**src/rtl/dac_pkg.sv**
```systemverilog
// Shared types and constants for the DAC source selector.
// Offset-binary samples have their zero level at the midscale code.
package dac_pkg;

  typedef enum logic {
    RUN  = 1'b0,
    MUTE = 1'b1
  } state_t;

  function automatic int unsigned midscale(input int unsigned width);
    return 32'd1 << (width - 1);
  endfunction

endpackage

```
**src/rtl/mute_timer.sv**
```systemverilog
// Loadable down-counter that times the midscale gap between sources.
// It holds at zero rather than wrapping if decremented past the end.
module mute_timer #(
  parameter int CW = 5
) (
  input  logic          clk,
  input  logic          rst_n,
  input  logic          load,
  input  logic          dec,
  input  logic [CW-1:0] load_val,
  output logic [CW-1:0] cnt,
  output logic          zero
);

  logic [CW-1:0] cnt_reg;

  always_ff @(posedge clk) begin
    if (!rst_n) begin
      cnt_reg <= '0;
    end else if (load) begin
      cnt_reg <= load_val;
    end else if (dec && (cnt_reg != '0)) begin
      cnt_reg <= cnt_reg - 1'b1;
    end
  end

  assign cnt  = cnt_reg;
  assign zero = (cnt_reg == '0);

endmodule

```
**src/rtl/dac_src_mux.sv**
```systemverilog
// Glitch-safe DAC source selector.
// Every source change is bridged by a fixed run of midscale samples.
module dac_src_mux
  import dac_pkg::*;
#(
  parameter int WIDTH       = 8,
  parameter int NUM_SRC     = 4,
  parameter int MUTE_CYCLES = 16,
  parameter int SEL_W       = $clog2(NUM_SRC)
) (
  input  logic                     clk,
  input  logic                     rst_n,
  input  logic [SEL_W-1:0]         sel,
  input  logic [NUM_SRC*WIDTH-1:0] src_data,
  input  logic                     mute_req,
  output logic [WIDTH-1:0]         dac,
  output logic [SEL_W-1:0]         active_sel,
  output logic                     busy
);

  localparam int               CW       = $clog2(MUTE_CYCLES + 1);
  localparam logic [WIDTH-1:0] MID      = WIDTH'(midscale(WIDTH));
  localparam logic [CW-1:0]    LOAD_VAL = CW'(MUTE_CYCLES - 1);
  localparam logic [SEL_W:0]   SRC_LIM  = (SEL_W + 1)'(NUM_SRC);

  logic [WIDTH-1:0] src_arr [NUM_SRC];

  for (genvar gi = 0; gi < NUM_SRC; gi++) begin : g_unpack
    assign src_arr[gi] = src_data[gi*WIDTH +: WIDTH];
  end

  state_t           state_reg, state_next;
  logic [SEL_W-1:0] active_reg, active_next;
  logic [SEL_W-1:0] target_reg, target_next;
  logic [WIDTH-1:0] dac_reg, dac_next;
  logic             busy_reg, busy_next;
  logic             load, dec, zero;
  logic [CW-1:0]    cnt;
  logic             sel_ok;

  assign sel_ok = ({1'b0, sel} < SRC_LIM);

  mute_timer #(.CW(CW)) u_timer (
    .clk      (clk),
    .rst_n    (rst_n),
    .load     (load),
    .dec      (dec),
    .load_val (LOAD_VAL),
    .cnt      (cnt),
    .zero     (zero)
  );

  always_comb begin
    state_next  = state_reg;
    active_next = active_reg;
    target_next = target_reg;
    load        = 1'b0;
    dec         = 1'b0;
    case (state_reg)
      RUN: begin
        target_next = active_reg;
        if (sel_ok && (sel != active_reg)) begin
          state_next  = MUTE;
          load        = 1'b1;
          target_next = sel;
        end
      end
      MUTE: begin
        dec = 1'b1;
        // Out-of-range selects mid-switch keep the last valid destination.
        if (sel_ok) begin
          target_next = sel;
        end
        if (zero) begin
          state_next  = RUN;
          active_next = target_next;
        end
      end
      default: state_next = RUN;
    endcase
    busy_next = (state_next == MUTE);
    dac_next  = (mute_req || (state_next == MUTE)) ? MID : src_arr[active_next];
  end

  always_ff @(posedge clk) begin
    if (!rst_n) begin
      state_reg  <= RUN;
      active_reg <= '0;
      target_reg <= '0;
      dac_reg    <= MID;
      busy_reg   <= 1'b0;
    end else begin
      state_reg  <= state_next;
      active_reg <= active_next;
      target_reg <= target_next;
      dac_reg    <= dac_next;
      busy_reg   <= busy_next;
    end
  end

  assign dac        = dac_reg;
  assign active_sel = active_reg;
  assign busy       = busy_reg;

endmodule

```
**config.mk**
```make
export PLATFORM = sky130hd
export DESIGN_NAME = dac_src_mux
export DESIGN_NICKNAME = d
export VERILOG_FILES = /design/src/rtl/dac_pkg.sv /design/src/rtl/mute_timer.sv /design/src/rtl/dac_src_mux.sv
export SDC_FILE = /design/constraint.sdc
export NUM_CORES = 1
export LEC_CHECK = 0
export ABC_AREA = 1
export BUFFER_PORTS_ARGS = -buffer_cell sky130_fd_sc_hd__clkbuf_2
export CAP_MARGIN = 40
export CORE_ASPECT_RATIO = 1.75
export CORE_MARGIN = 5
export CORE_UTILIZATION = 46
export DETAILED_ROUTE_END_ITERATION = 10
export PLACE_DENSITY = 0.78
export SYNTH_ARGS = -nofsm -noshare
export SYNTH_HDL_FRONTEND = slang
export SYNTH_SLANG_ARGS = --single-unit
```
**constraint.sdc**
```tcl
create_clock -name clk -period 2 [get_ports clk]
set_input_delay 0.6 -clock clk [delete_from_list [all_inputs] [get_ports clk]]
set_output_delay 0.6 -clock clk [all_outputs]
set_load 0.03 [all_outputs]
```
======== Word-level counts from Yosys, hierarchy flattened ========
Index checks and enable logic that the tools add are counted.
cells by class
  add/subtract/negate cells ............... 1
  order comparisons ....................... 1
  equality and inequality tests ........... 1
  muxes and demuxes ....................... 12
  bitwise gates (word level) .............. 3
  reductions and logical operators ........ 7
operators by type and width
  operator             number
  $bmux 8 s2           1
  $mux 8               2
  $mux 4               2
  $logic_not 5->1      1
  $reduce_bool 5->1    1
  $sub 5x1->5 const B  1
  $mux 1               4
  $mux 2               2
  $reduce_or 2->1      2
  $ge 3x3->1 const B   1
  $not 2->3            1
  $ne 2x2->1           1
  $not 1->1            2
  $pmux 1 s2           1
  $reduce_bool 2->1    1
  $logic_and 1x1->1    1
  $logic_or 1x1->1     1
storage, ports and cells
  bits in registers ....................... 16
  input bits .............................. 37
  output and inout bits ................... 11
  word-level logic and storage cells ...... 30

======== Longest topological paths before layout ========
  depth after elaboration ................. 7
  mapped depth ............................ 11
  gate-level depth less buffers ........... 10

======== Modules after synthesis ========
A second synthesis with hierarchy kept.
second synthesis, totals
  cell total of the unflattened synthesis .. 183
  area, all modules ....................... 1094.8 um^2
by module, submodules not included
  module       instances  cells each  area each (um^2)  sequential area each (um^2)
  dac_src_mux  1          125         747.0             220.2
  mute_timer   1          58          347.8             100.1

======== Least setup slack after synthesis ========
No wires, ideal clock.
  path type ............................... register to register
  from .................................... reg, netlist name busy
  to ...................................... reg u_timer.cnt_reg[3], in the netlist u_timer.cnt[3]
  library setup time ...................... 115 ps
  arrival time ............................ 1442 ps
  data required time ...................... 1885 ps
  path slack .............................. 443 ps
  stages on the path, launching flop included .. 8
  buffers on the path ..................... 0
  period minus slack after synthesis ...... 1557 ps
  cell sequence ........................... dfxtp_1 -> inv_1 -> a21oi_1 -> nand2_1 -> nand2_1 -> nand2_1 -> o21ai_0 -> inv_1
RTL lines
  element                 line              RTL
  end signal: assignment  mute_timer.sv:21  cnt_reg <= load_val;
  end signal: assignment  mute_timer.sv:23  cnt_reg <= cnt_reg - 1'b1;
  end: declaration        mute_timer.sv:15  logic [CW-1:0] cnt_reg;

======== Final worst setup path ========
  from .................................... reg u_timer.cnt_reg[0], in the netlist u_timer.cnt[0]
  to ...................................... reg u_timer.cnt_reg[3], in the netlist u_timer.cnt[3]
between the ends
  longest elaborated chain between the ends .. 3
  elaborated cells on any way between the ends .. 6
  classes of those cells .................. add/sub: 1; mux: 2; reduce/logical: 3
RTL lines
  element                                           line                                RTL
  $sub 5x1->5 or $reduce_bool 5->1 (tied branches)  mute_timer.sv:23, mute_timer.sv:22
  $mux 4 or $logic_and 1x1->1 (tied branches)       mute_timer.sv:22                    end else if (dec && (cnt_reg != '0)) begin
  $mux 4 or $reduce_bool 2->1 (tied branches)       -
Parallel ways exist; a longest one is shown, timed or not. The select of a mux whose other input is x is not followed.
A chain may end at the register's enable or synchronous reset.

==> flow_summary.json <==
{
  "worst_pin_slew_ps": 455,
  "routedWlPerCell_um": 11.1,
  "yosysWarnings": 0,
  "hold-worst-slack_ps": 524,
  "n_antenna_cell": 0,
  "cts.path.max_buffers": 2,
  "antenna_left": 0,
  "clock_latency_ps": 250,
  "reg2regPathDepth": 10,
  "maxCapViolCount": 0,
  "grt_max_degree": 17,
  "hp-start": "u_timer.cnt[4]",
  "cts_tree": "done",
  "drc": 0,
  "area_growth_syn_to_layout_pct": 29.7,
  "first_pass_iters": 4,
  "placed_area_sq_um": 1300,
  "grtUsageTotal_pct": 17.8,
  "min_to": "u_timer.cnt[4]",
  "status": "finished, final reports clean",
  "slew_violations": 0,
  "layout.nets": 254,
  "dieArea_sq_um": 3360,
  "skew_ps": 4.63,
  "syn_nets": 203,
  "hold_depth": 2,
  "core_sq_um": 2240,
  "initial_utilization_pct": 46.6,
  "rr_startpoint": "u_timer.cnt[0]",
  "clk_pin_slew_ps": 70,
  "gp_congestion": 0.923,
  "grt_overflow": 0,
  "detail_route.vias_per_cell": 4.74,
  "syn-mean-instance-area_sq_um": 6.38,
  "die_width_um": 46.0,
  "cp_data_arrival_time_ps": 1830,
  "vdd_drop_max_uv": 389,
  "post-route-period-util_pct": 84.4,
  "ys_types": 22,
  "power_density_nw_per_um2": 712,
  "postSynthCellCount": 164,
  "io-pin-count": 48,
  "dpl.hpwl_mm": 2.22,
  "grt_pass1_vias": 1139,
  "layout-drive-gt1-share_pct": 28.5,
  "yosysSeqAreaShare_pct": 30.6,
  "crit_fanout": 7,
  "critPathRequiredTime_ps": 2140,
  "post_cts_buffers": 0,
  "cts.sinks": 16,
  "postCtsHoldBufs": 0,
  "fin_area_sq_um": 1360,
  "ctsResizeCount": 0,
  "startpoint_type": "flop",
  "p_leak_nw": 0.813,
  "ys_seq_elements": 16,
  "reg2reg_to": "u_timer.cnt[3]",
  "htreeDepth": 1,
  "die_y_um": 73.1,
  "vias": 1132,
  "wl_mm": 2.66,
  "relSlewSlack_pct": 69.7,
  "path_class": "flop to flop",
  "portBuffers": 47,
  "max_freq_ghz": 0.593,
  "setup_viol": 0,
  "antenna_found_initial": 0,
  "num_rows": 23,
  "cts.root.buffer_cell": "clkbuf_8",
  "syn_area_sq_um": 1050,
  "rsz0062_at_grt": "no",
  "r2r_slack_ps": 310,
  "cts_made_buffers": 3,
  "setup-tns-final_ps": 0,
  "hp-class": "flop to flop",
  "drt_iter0_drc": 11,
  "largest_reg_flops": 8,
  "end_kind": "flop",
  "fin_crit_ps": 1690,
  "grt_pass1_wl_mm": 4.51,
  "finalHoldViolations": 0
}
==> layout by cell type, fill, tap and decap left out <==
cell and count:
dfxtp_1 16, nand4_4 1, ha_1 2, nand3_1 25, nand2_2 1, nand3b_1 1
xnor2_1 2, nor2_4 2, clkbuf_8 4, inv_2 1, nor2_2 1, inv_1 46
o21ai_2 1, nand4_1 1, nor3_1 1, nand2_1 36, nand2_4 2, nand3_4 1
o21ai_0 5, a21oi_1 12, nor2_1 5, clkbuf_2 47, o211ai_1 1
==> per-stage QoR <==
step           util, %  std cells  setup WS (ps)  power, W
2_1_floorplan        -        164            443  0.000600
3_3_place_gp      58.0        235            317  0.000684
3_5_place_dp      58.0        235            295  0.000689
4_1_cts           60.4        239            293  0.000971
5_1_grt           60.4        239           93.0   0.00103
6_report          60.4        239            313  0.000966
==> worst max-delay path by stage <==
stage | start | end | slack, ps | cells after the start
after CTS | u_timer.cnt[0] | dac[3] | 290 | 8
after global placement | sel[0] | dac[7] | 320 | 6
after global routing | u_timer.cnt[0] | u_timer.cnt[3] | 90 | 10
final | u_timer.cnt[0] | u_timer.cnt[3] | 310 | 10
after detailed placement | u_timer.cnt[0] | dac[3] | 300 | 10
after floorplan | busy | u_timer.cnt[3] | 440 | 7
==> critical path: stages, from the launching register on <==
cell and delay, ps:
dfxtp_1 320, inv_1 80, ha_1 200, inv_1 90, nor2_4 60, a21oi_1 380, nand2_1 130, nand2_1 80
nand2_1 50, o21ai_0 140, inv_1 60
==> report_power, final <==
group          switching (W)  total [W]  internal, W
Combinational       0.000195   0.000307     0.000111
Sequential         0.0000270   0.000374     0.000347
Clock               0.000110   0.000285     0.000174
==> layout make-up <==
cell class | instances | area (sq um)
clock buffers | 4 | 55.1
fillers | 237 | 888
inverters | 47 | 176
multi-input cells | 100 | 538
flip-flops and latches | 16 | 320
well taps | 25 | 31.3
repair buffers | 47 | 235
==> cell usage after synthesis, drive strengths merged <==
cell    count  area [sq um]
nor3        1          5.00
ha          2          25.0
a21oi      12          60.1
xnor2       2          17.5
nand2      39           164
nor2        8          47.6
o211ai      1          7.51
buf         1          11.3
inv        47           176
o21ai       6          33.8
nand4       2          27.5
dfxtp      16           320
nand3      26           143
nand3b      1          7.51
==> layer usage <==
metal	global-route usage [%]	share of wire [%]	wire [um]
met1	18.3	35	930
met2	34.0	59	1560
met3	2.47	4.9	129
met4	6.01	1.2	32
met5	0	0	0
==> logic make-up after synthesis <==
| family | after synthesis | share of synthesized area [%] |
|---|---|---|
| XOR/XNOR | 2 | 1.67 |
| buffers and inverters | 48 | 17.9 |
| flip-flops | 16 | 30.6 |
| AO/OA/AOI/OAI | 19 | 9.69 |
| AND/OR/NAND/NOR | 77 | 37.7 |
| adder cells (fa/ha/maj) | 2 | 2.39 |
Power figures use the tool's default switching activity.
